**config.mk**
```make
export PLATFORM = sky130hd
export DESIGN_NAME = pn_token_tx_flat
export DESIGN_NICKNAME = d
export VERILOG_FILES = /design/src/rtl/pn_token_if.sv /design/src/rtl/pn_token_tx.sv /design/src/flat_wrapper.sv
export SDC_FILE = /design/constraint.sdc
export NUM_CORES = 1
export LEC_CHECK = 0
export BUFFER_PORTS_ARGS = -buffer_cell sky130_fd_sc_hd__buf_2
export CORE_ASPECT_RATIO = 0.8
export CORE_UTILIZATION = 40
export DETAILED_ROUTE_END_ITERATION = 8
export HOLD_SLACK_MARGIN = 0.08
export MAX_ROUTING_LAYER = met4
export PLACE_DENSITY = 0.55
export SLEW_MARGIN = 10
export SYNTH_ARGS = -nofsm -noshare
export SYNTH_HDL_FRONTEND = slang
export SYNTH_SLANG_ARGS = --single-unit
```
**constraint.sdc**
```tcl
create_clock -name clk -period 5.1 [get_ports clk]
set_clock_uncertainty 0.15 [all_clocks]
set_input_delay 0 -clock clk [delete_from_list [all_inputs] [get_ports clk]]
set_output_delay 0 -clock clk [all_outputs]
set_load 0.03 [all_outputs]
```
**src/rtl/pn_token_if.sv**
```systemverilog
// Token/result link between the PN transmit block and the PN evaluator.
// The master drives tokens toward the evaluator; the slave returns result beats.
interface pn_token_if;
   logic [1:0]         pn_mode;
   logic               pn_operator;
   logic [2:0]         pn_in;
   logic               pn_in_valid;
   logic               pn_out_valid;
   logic signed [31:0] pn_out;

   modport master (
      output pn_mode, pn_operator, pn_in, pn_in_valid,
      input  pn_out_valid, pn_out
   );

   modport slave (
      input  pn_mode, pn_operator, pn_in, pn_in_valid,
      output pn_out_valid, pn_out
   );
endinterface

```
**src/rtl/pn_token_tx.sv**
```systemverilog
// Buffers host-loaded PN tokens, bursts them to the evaluator on start and
// collects up to four result beats, with timeout and protocol-fault reporting.
//
// state  | meaning
// IDLE   | accept token loads, wait for start
// SEND   | stream tok_buf[0..tok_cnt-1], one beat per cycle
// WAIT   | capture result beats until exp_cnt seen or timer expires
// DONE   | results readable until clear
module pn_token_tx #(
   parameter int MAX_TOK = 12,
   parameter int TIMEOUT = 1024
) (
   input  logic               clk,
   input  logic               rst_n,
   input  logic               ld_valid,
   input  logic               ld_op,
   input  logic [2:0]         ld_val,
   input  logic [1:0]         ld_mode,
   input  logic               start,
   input  logic               clear,
   output logic [3:0]         tok_cnt,
   output logic               busy,
   pn_token_if.master         ev,
   input  logic [1:0]         res_idx,
   output logic signed [31:0] res_data,
   output logic [2:0]         res_cnt,
   output logic               done,
   output logic               err
);

   localparam int TW = $clog2(TIMEOUT + 1);

   typedef enum logic [1:0] {S_IDLE, S_SEND, S_WAIT, S_DONE} state_t;

   state_t             state, state_nxt;
   logic [3:0]         tok_buf [MAX_TOK];
   logic signed [31:0] result [4];
   logic [3:0]         send_idx;
   logic [2:0]         exp_cnt;
   logic [1:0]         mode_r;
   logic [TW-1:0]      timer;

   logic do_load, do_start, do_clear, ld_drop, beat, last_beat, res_store, tmo, fault;

   always_ff @(posedge clk or negedge rst_n) begin
      if (!rst_n) state <= S_IDLE;
      else        state <= state_nxt;
   end

   always_comb begin
      state_nxt = state;
      do_load   = 1'b0;
      do_start  = 1'b0;
      do_clear  = 1'b0;
      ld_drop   = 1'b0;
      beat      = 1'b0;
      last_beat = 1'b0;
      res_store = 1'b0;
      tmo       = 1'b0;
      fault     = ev.pn_out_valid && (state != S_WAIT);
      case (state)
         S_IDLE: begin
            // start takes priority over a same-cycle load, which is dropped silently
            if (clear) begin
               do_clear = 1'b1;
            end else if (start) begin
               if (tok_cnt != 4'd0) begin
                  do_start  = 1'b1;
                  state_nxt = S_SEND;
               end
            end else if (ld_valid) begin
               if (tok_cnt < 4'(MAX_TOK)) do_load = 1'b1;
               else                       ld_drop = 1'b1;
            end
         end
         S_SEND: begin
            if (send_idx == tok_cnt) begin
               last_beat = 1'b1;
               state_nxt = (exp_cnt == 3'd0) ? S_DONE : S_WAIT;
            end else begin
               beat = 1'b1;
            end
         end
         S_WAIT: begin
            res_store = ev.pn_out_valid;
            if (ev.pn_out_valid && (res_cnt + 3'd1 == exp_cnt)) begin
               state_nxt = S_DONE;
            end else if (timer == '0) begin
               tmo       = 1'b1;
               state_nxt = S_DONE;
            end
         end
         S_DONE: begin
            if (clear) begin
               do_clear  = 1'b1;
               state_nxt = S_IDLE;
            end
         end
         default: state_nxt = S_IDLE;
      endcase
   end

   always_ff @(posedge clk) begin
      if (do_load) tok_buf[tok_cnt] <= {ld_op, ld_val};
   end

   always_ff @(posedge clk or negedge rst_n) begin
      if (!rst_n) begin
         tok_cnt        <= '0;
         res_cnt        <= '0;
         err            <= 1'b0;
         timer          <= '0;
         send_idx       <= '0;
         exp_cnt        <= '0;
         mode_r         <= '0;
         ev.pn_in_valid <= 1'b0;
         ev.pn_mode     <= '0;
         ev.pn_operator <= 1'b0;
         ev.pn_in       <= '0;
         for (int i = 0; i < 4; i++) result[i] <= '0;
      end else begin
         if (do_clear) begin
            tok_cnt <= '0;
            res_cnt <= '0;
            err     <= 1'b0;
            timer   <= '0;
         end
         if (do_load) tok_cnt <= tok_cnt + 4'd1;
         if (do_start) begin
            mode_r         <= ld_mode;
            exp_cnt        <= (ld_mode < 2'd2) ? 3'(tok_cnt / 4'd3) : 3'd1;
            res_cnt        <= '0;
            send_idx       <= 4'd1;
            ev.pn_in_valid <= 1'b1;
            ev.pn_mode     <= ld_mode;
            ev.pn_operator <= tok_buf[0][3];
            ev.pn_in       <= tok_buf[0][2:0];
         end else if (beat) begin
            send_idx       <= send_idx + 4'd1;
            ev.pn_in_valid <= 1'b1;
            ev.pn_mode     <= mode_r;
            ev.pn_operator <= tok_buf[send_idx][3];
            ev.pn_in       <= tok_buf[send_idx][2:0];
         end else begin
            ev.pn_in_valid <= 1'b0;
            ev.pn_mode     <= '0;
            ev.pn_operator <= 1'b0;
            ev.pn_in       <= '0;
         end
         // WAIT lasts exactly TIMEOUT cycles when no completion arrives
         if (last_beat)
            timer <= TW'(TIMEOUT - 1);
         else if (state == S_WAIT && timer != '0)
            timer <= timer - 1'b1;
         if (res_store) begin
            result[res_cnt[1:0]] <= ev.pn_out;
            res_cnt              <= res_cnt + 3'd1;
         end
         if (ld_drop || tmo || fault) err <= 1'b1;
      end
   end

   assign busy     = (state == S_SEND) || (state == S_WAIT);
   assign done     = (state == S_DONE);
   assign res_data = result[res_idx];

endmodule

```
**src/flat_wrapper.sv**
```systemverilog
// flat-port wrapper written by rule: the top's interface ports become plain ports
module pn_token_tx_flat 
#(
   parameter int MAX_TOK = 12,
   parameter int TIMEOUT = 1024
)
  (clk, rst_n, ld_valid, ld_op, ld_val, ld_mode, start, clear, tok_cnt, busy, res_idx, res_data, res_cnt, done, err, ev_pn_mode, ev_pn_operator, ev_pn_in, ev_pn_in_valid, ev_pn_out_valid, ev_pn_out);
  pn_token_if ev_i ();
  input  logic clk;
  input  logic rst_n;
  input  logic ld_valid;
  input  logic ld_op;
  input  logic [2:0] ld_val;
  input  logic [1:0] ld_mode;
  input  logic start;
  input  logic clear;
  output logic [3:0] tok_cnt;
  output logic busy;
  input  logic [1:0] res_idx;
  output logic signed [31:0] res_data;
  output logic [2:0] res_cnt;
  output logic done;
  output logic err;
  output wire logic [$bits(ev_i.pn_mode)-1:0] ev_pn_mode;
  output wire logic [$bits(ev_i.pn_operator)-1:0] ev_pn_operator;
  output wire logic [$bits(ev_i.pn_in)-1:0] ev_pn_in;
  output wire logic [$bits(ev_i.pn_in_valid)-1:0] ev_pn_in_valid;
  input wire logic [$bits(ev_i.pn_out_valid)-1:0] ev_pn_out_valid;
  input wire logic [$bits(ev_i.pn_out)-1:0] ev_pn_out;
  assign ev_pn_mode = ev_i.pn_mode;
  assign ev_pn_operator = ev_i.pn_operator;
  assign ev_pn_in = ev_i.pn_in;
  assign ev_pn_in_valid = ev_i.pn_in_valid;
  assign ev_i.pn_out_valid = ev_pn_out_valid;
  assign ev_i.pn_out = ev_pn_out;
  pn_token_tx #(.MAX_TOK(MAX_TOK), .TIMEOUT(TIMEOUT)) u_core (.clk(clk), .rst_n(rst_n), .ld_valid(ld_valid), .ld_op(ld_op), .ld_val(ld_val), .ld_mode(ld_mode), .start(start), .clear(clear), .tok_cnt(tok_cnt), .busy(busy), .ev(ev_i), .res_idx(res_idx), .res_data(res_data), .res_cnt(res_cnt), .done(done), .err(err));
endmodule
```
==> results of run 1 <==
-- registers in the layout, indices dropped and copies added (netlist names) --
| signal | count |
|---|---|
| u_core.tok_cnt | 4 |
| u_core.tok_buf | 48 |
| u_core.ev.pn_operator | 1 |
| u_core.ev.pn_in_valid | 1 |
| u_core.timer | 11 |
| u_core.res_cnt | 3 |
| u_core.mode_r | 2 |
| u_core.ev.pn_mode | 2 |
| u_core.result | 128 |
| u_core.send_idx | 4 |
| u_core.exp_cnt | 3 |
| u_core.err | 1 |
| u_core.state | 2 |
| u_core.ev.pn_in | 3 |
-- routing by layer --
| metal | share of wire (%) | wire length, um | vias to the layer above | global-route usage [%] |
|---|---|---|---|---|
| met2 | 48 | 10100 | 112 | 28.7 |
| li1 | - | - | 2603 | - |
| met1 | 47 | 9700 | 2976 | 24.6 |
| met4 | 1.6 | 323 | 0 | 4.29 |
| met5 | 0 | 0 | - | - |
| met3 | 3.6 | 740 | 30 | 3.07 |
-- timing repair --
| action | in CTS | in global routing |
|---|---|---|
| endpoints found under the hold margin | 306 | 0 |
| hold buffers | 47 | 0 |
| setup endpoints to repair | 0 | 0 |
-- power breakdown --
group | total, mW | internal, mW | switching, mW | leakage (nW)
Clock | 1.66 | 1.00 | 0.658 | 0.368
Sequential | 2.59 | 2.25 | 0.345 | 2.57
Combinational | 2.08 | 1.01 | 1.07 | 2.20
-- cell usage after synthesis, types with 7 or more instances --
master / instances
dfrtp_1: 165
nor2_1: 11
nand2_1: 31
ha_1: 16
o211ai_1: 8
inv_1: 21
nand3_1: 7
mux4_2: 44
clkbuf_1: 13
buf_1: 15
edfxtp_1: 48
o21ai_0: 10
mux2_2: 129
or3_1: 10
and2_1: 12
-- how the worst max path moves through the flow --
stage	cells past startpoint	end	from	slack, ns
after floorplan	6	u_core.state[0]	u_core.timer[0]	2.79
after global placement	6	u_core.state[0]	u_core.timer[0]	2.35
after detailed placement	6	u_core.state[1]	u_core.timer[0]	2.25
after CTS	8	u_core.mode_r[0]	u_core.tok_cnt[1]	1.77
after global routing	8	u_core.mode_r[0]	u_core.tok_cnt[0]	1.57
final	8	u_core.mode_r[0]	u_core.tok_cnt[1]	1.74
-- through the flow --
step                      total power [mW]  instance area [um^2]  util, %  setup slack (ns)
after floorplan                       4.12                  9520        -              2.79
after global placement                4.56                 10300     44.0              2.35
after detailed placement              4.67                 10300     44.0              2.25
after CTS                             6.40                 11500     49.2              1.77
after global routing                  6.70                 11500     49.2              1.57
final                                 6.33                 11500     49.2              1.74
-- layout make-up --
type / instances / area (um^2)
Fill cell: 2027 / 11900
Sequential cell: 213 / 5570
Multi-Input combinational cell: 350 / 3720
Timing Repair Buffer: 147 / 992
Clock buffer: 33 / 623
Tap cell: 312 / 390
Clock inverter: 9 / 124
Inverter: 21 / 78.8
-- critical path: cells and delay by family, from the launching register on --
family                     cells  cell delay, ns
buffers and inverters          3            1.29
and+or+nand+nor                4            1.09
DFF                            1            0.50
adders and majority gates      1            0.21
-- cells by family after synthesis --
kind of cell,count (synthesis),share of synthesized area (%)
DFF,213,58.5
muxes,181,26.5
xor gates and xnor gates,8,0.881
adders and majority gates,16,2.10
buffers and inverters,56,2.37
and+or+nand+nor,92,5.06
AOI/OAI and AO/OA,53,4.55
==> impl_metrics.csv, run 1 <==
group,metric,value,unit
logic_synthesis,synth_edf_count,48,
logic_synthesis,synth-main-ff-cell,"dfrtp_1",
placed_design,io_buffer_count,94,
logic_synthesis,ys_ff_latch,213,
route,avgRoutedWirePerCell,19.2,um
logic_synthesis,synthArstFlopShare,77.5,%
timing,hold_violations,0,
clock_tree,clockRootBuffer,"clkbuf_16",
critical_path,cp_slowest_cell,"dlygate4sd3_1",
route,drtAntennaViolNets,0,
critical_path,rr_endpoint,"u_core.mode_r[0]",
timing,slew_headroom,32.3,%
hold_path,min_path_type,"input pin to async pin",
global_route,grt_pass1_vias,6203,
global_route,grt_overflow,0,
floorplanning,pin_count,95,
layout,syn2layout_area_growth,20.8,%
clock_tree,clock_sinks,213,
logic_synthesis,syn_inst,619,
route,dr.pass1.iters,4,
route,drt-total-wl,20800,um
floorplanning,die_x,174,um
timing,setup-violations-final,0,
power,powerDensity,550,nW/um^2
layout,fin_cells,1085,
floorplanning,core_area,23400,um^2
floorplanning,rows,50,
placed_design,dp_hpwl,13100,um
floorplanning,dieArea,24400,um^2
timing,final.period_utilization,65.9,%
clock_tree,cts_tree,"built",
critical_path,crit_path_max_incr_delay,0.57,ns
clock_tree,cts_resized,0,
logic_synthesis,synth_top_area_share,43.4,%
timing,holdWs,0.0551,ns
critical_path,critical_path_required,5.34,ns
critical_path,cp-end-kind,"register",
layout,layout_commonest_cell,"dfrtp_1",
timing,grt_setup_unrepaired,"false",
global_route,grt_max_degree,107,
timing,max_freq,297,MHz
placed_design,place_congestion,0.794,
clock_tree,path_clk_slew,0.06,ns
floorplanning,start_util,40.7,%
critical_path,cp_cell_sequence,"inv_1, ha_1, or3b_2, and4_1, nand2_1, dlygate4sd3_1, nand2_1, dlygate4sd3_1",
timing,min_period,3.36,ns
logic_synthesis,synth_top_area_cell,"dfrtp_1",
timing,finalSetupTns,0,ns
global_route,grt_pass1_wl,34000,um
layout,drive_above_1_share,40.9,%
run_status,outcome,"finished clean",
logic_synthesis,yosys-top-cells-area,"dfrtp_1, mux2_2, edfxtp_1",
floorplanning,chipHeight,140,um
run,cap_violations,0,
critical_path,r2r-start,"u_core.tok_cnt[1]",
logic_synthesis,ys_seq_area_share,58.5,%
critical_path,critPathArrivalTime,3.60,ns
layout,layout_common_cells,"dfrtp_1, mux2_2, buf_2, edfxtp_1, dlygate4sd3_1",
route,drtIter0Drc,261,
logic_synthesis,synth_area,9520,um^2
clock_tree,clock_latency,0.51,ns
global_route,grt_use_total,18.2,%
clock_tree,clockBufferDepth,3,
logic_synthesis,syn-num-nets,681,
power,vdd_drop_max,0.220,mV
timing,drv_slew,0,
route,vias,5721,
critical_path,reg2reg_depth,8,
critical_path,crit_type,"register to register",
layout,diodes,0,
logic_synthesis,synth_cell_types,52,
critical_path,crit_path_max_fanout,11,
clock_tree,ctsHtreeMaxLevel,1,
placed_design,dp_cells,996,
critical_path,r2r_slack,1.74,ns
critical_path,worst_setup_path_start_kind,"register",
clock_tree,numCtsBuffers,23,
power,p_leak,5.14,nW
clock_tree,cts_setup_buffers,0,
logic_synthesis,yosysWarnings,0,
global_route,antenna_found_initial,0,
layout,final_nets,818,
logic_synthesis,synth.avg_cell_area,15.4,um^2
route,drc,0,
timing,worst_slew_pin_slew,1.02,ns
route,vias_per_cell,5.27,
(Power assumes the default switching activity.)
==> run 2: changes to the inputs <==
--- a/config.mk
+++ b/config.mk
@@ -5,13 +5,14 @@
 export SDC_FILE = /design/constraint.sdc
 export NUM_CORES = 1
 export LEC_CHECK = 0
+export ABC_AREA = 1
 export BUFFER_PORTS_ARGS = -buffer_cell sky130_fd_sc_hd__buf_2
 export CORE_ASPECT_RATIO = 0.8
 export CORE_UTILIZATION = 40
 export DETAILED_ROUTE_END_ITERATION = 8
 export HOLD_SLACK_MARGIN = 0.08
 export MAX_ROUTING_LAYER = met4
-export PLACE_DENSITY = 0.55
+export PLACE_DENSITY = 0.57
 export SLEW_MARGIN = 10
 export SYNTH_ARGS = -nofsm -noshare
 export SYNTH_HDL_FRONTEND = slang
==> constraint.sdc (replaced) <==
create_clock -name clk -period 2.9 [get_ports clk]
set_clock_uncertainty 0.15 [all_clocks]
set_input_delay 0 -clock clk [delete_from_list [all_inputs] [get_ports clk]]
set_output_delay 0 -clock clk [all_outputs]
set_load 0.03 [all_outputs]
==> run 2 against run 1 <==
Clock-buffer cell count is 3 lower. Worst hold slack better by 0.12 ns. Critical path type unchanged. Highest routed layer unchanged. Via count is 34% higher. Largest power group unchanged. Global-route usage is 2.1 points higher.
==> impl_metrics.csv, run 2 <==
group,metric,value,unit
run_status,outcome,"finished clean",
logic_synthesis,synth.most_common_cell,"nand2_1",
timing,hold_violations,0,
floorplanning,dieArea,24900,um^2
logic_synthesis,yosys-top-cells-area,"dfrtp_1, edfxtp_1, o21ai_0",
critical_path,r2r-start,"u_core.state[0]",
timing,worst_slew_pin_slew,0.831,ns
floorplanning,start_util,41.1,%
critical_path,cp_cell_sequence,"inv_1, ha_1, nand4_1, dlygate4sd3_1, buf_4, nor3_1",
power,vdd_drop_max,0.548,mV
route,drt-total-wl,23900,um
hold_path,hold_depth,4,
layout,reg.largest.list,"u_core.result x128, u_core.tok_buf x48, u_core.timer x11",
route,vias,7648,
critical_path,critPathArrivalTime,2.74,ns
route,vias_per_cell,5.05,
logic_synthesis,synth_area,9730,um^2
logic_synthesis,synth_edf_count,48,
floorplanning,core_area,23600,um^2
route,drtAntennaViolNets,0,
power,powerDensity,944,nW/um^2
timing,max_freq,364,MHz
placed_design,io_buffer_count,94,
logic_synthesis,synth_cell_types,37,
floorplanning,die_x,176,um
clock_tree,clockBufferDepth,3,
route,avgRoutedWirePerCell,15.8,um
hold_path,min_path_type,"input pin to register",
layout,syn2layout_area_growth,19.5,%
floorplanning,pin_count,95,
route,drc,0,
logic_synthesis,yosysWarnings,0,
critical_path,worst_setup_path_start_kind,"register",
layout,layout_common_cells,"nand2_1, o21ai_0, dfrtp_1, buf_2, nor2_1",
timing,finalSetupTns,0,ns
power,power.share.clock,24.5,%
placed_design,dp_hpwl,14800,um
power,internal-power,6.82,mW
global_route,grt_overflow,0,
clock_tree,clock_sinks,213,
route,drtIter0Drc,528,
layout,largest_register,"u_core.result",
hold_path,whs_endpoint,"u_core.result[58]",
critical_path,crit_path_max_incr_delay,0.57,ns
layout,final_nets,1248,
logic_synthesis,synth_top_area_cell,"dfrtp_1",
clock_tree,cts_tree,"built",
logic_synthesis,ys_ff_latch,213,
logic_synthesis,syn_inst,1065,
layout,drive_above_1_share,15.9,%
placed_design,place_congestion,0.810,
floorplanning,chipHeight,141,um
power,p_seq_share,41.8,%
logic_synthesis,synthArstFlopShare,77.5,%
critical_path,reg2reg_depth,6,
critical_path,cp_slowest_cell,"dlygate4sd3_1",
timing,setup-violations-final,0,
power,swShare,37.9,%
logic_synthesis,synth_common_cells,"nand2_1, o21ai_0, dfrtp_1, nor2_1, inv_1",
logic_synthesis,syn-num-nets,1127,
timing,slew_headroom,44.6,%
critical_path,cp-end-kind,"register",
global_route,grt_max_degree,89,
clock_tree,clockRootBuffer,"clkbuf_16",
timing,holdWs,0.177,ns
logic_synthesis,ys_seq_area_share,57.3,%
layout,diodes,0,
clock_tree,clock_latency,0.50,ns
floorplanning,rows,50,
critical_path,crit_type,"register to register",
route,dr.pass1.iters,5,
critical_path,rr_endpoint,"u_core.tok_buf[6][3]",
logic_synthesis,synth_top_area_share,42.5,%
clock_tree,ctsHtreeMaxLevel,1,
clock_tree,path_clk_slew,0.06,ns
global_route,grt_pass1_vias,7208,
critical_path,r2r_slack,0.15,ns
global_route,grt_use_total,20.3,%
timing,min_period,2.75,ns
critical_path,critical_path_required,2.89,ns
clock_tree,numCtsBuffers,23,
run,cap_violations,0,
clock_tree,cts_setup_buffers,0,
logic_synthesis,synth-main-ff-cell,"dfrtp_1",
timing,drv_slew,0,
power,pwr-share-comb,33.7,%
layout,layout_commonest_cell,"nand2_1",
hold_path,min_from,"ev_pn_out[26]",
layout,final_core_util,49.1,%
timing,final.period_utilization,94.8,%
power,p_leak,5.38,nW
critical_path,crit_path_max_fanout,15,
layout,largest_reg_flops,128,
global_route,antenna_found_initial,0,
logic_synthesis,synth.avg_cell_area,9.13,um^2
global_route,grt_pass1_wl,39200,um
power,p_switching,4.15,mW
run 2: cell types whose count changed after synthesis, moves of 19 or more:
cell	before	now
inv_1	21	74
mux2_2	129	0
mux4_2	44	0
nand2_1	31	223
nand3_1	7	52
nor2_1	11	91
o21ai_0	10	199
o21ai_1	0	19
o22ai_1	0	38
run 2: how the worst max path moves through the flow:
stage | from | end | slack (ns) | cells past startpoint
floorplan | u_core.state[0] | u_core.tok_buf[5][0] | 0.87 | 5
global placement | u_core.state[0] | u_core.tok_buf[1][3] | 0.70 | 5
detailed placement | u_core.state[0] | u_core.tok_buf[1][3] | 0.68 | 5
CTS | u_core.state[0] | u_core.tok_buf[1][3] | 0.13 | 6
finish | u_core.state[0] | u_core.tok_buf[6][3] | 0.15 | 6
global route | u_core.state[0] | u_core.tok_buf[6][0] | -0.009 | 6
run 2: final cells by class:
cell class | instances | area [um^2]
clock buffer | 30 | 632
tap | 312 | 390
fill | 2253 | 12000
sequential | 213 | 5570
inverter | 82 | 325
clock inverter | 11 | 51.3
multi-input combinational | 713 | 3600
timing repair buffer | 153 | 1050
run 2: worst max-delay path: cells and delay by family, from the launching register on:
family,cells,cell delay (ns)
adders and majority gates,1,0.29
and+or+nand+nor,2,0.62
DFF,1,0.42
buffers and inverters,3,0.90
run 2: per-layer routing:
metal  track usage, %  vias to the layer above  routed length, um  share of wire (%)
li1                 -                     3818                  -                  -
met1             31.2                     3637              12500                 52
met2             28.4                      164              10000                 42
met3             2.20                       29               1040                4.4
met4             4.63                        0                409                1.7
met5                -                        -                  0                  0
run 2: power by group through the flow:
| stage | Sequential (mW) | Clock [mW] | Combinational (mW) |
|---|---|---|---|
| floorplan | 4.54 | 0 | 2.77 |
| global placement | 4.61 | 0 | 3.59 |
| detailed placement | 4.62 | 0 | 3.64 |
| CTS | 4.57 | 2.76 | 3.71 |
| global route | 4.70 | 2.89 | 4.21 |
| finish | 4.59 | 2.69 | 3.69 |
run 2: cells by family (layout without fill, tap and decap cells):
family          count (synthesis)  in the layout  synth area share (%)
compound gates                280            280                  15.5
xor+xnor                        7              7                 0.630
fa+ha+maj                      16             16                  2.06
buf+inv                       139            276                  6.24
flops                         213            213                  57.3
simple gates                  410            410                  18.3
run 2: stage by stage:
step	std cells	power, mW	setup slack, ns	instance area [um^2]
2_1_floorplan	1065	7.31	0.868	9730
4_1_cts	1514	11.0	0.134	11600
5_1_grt	1514	11.8	-0.00851	11600
3_5_place_dp	1426	8.26	0.685	10400
6_report	1514	11.0	0.152	11600
3_3_place_gp	1426	8.20	0.703	10400
run 2: repair_timing:
action                                 CTS  global route
resized for setup                        0            10
hold buffers                            47             0
endpoints found under the hold margin  422             0
setup endpoints to repair                0            25
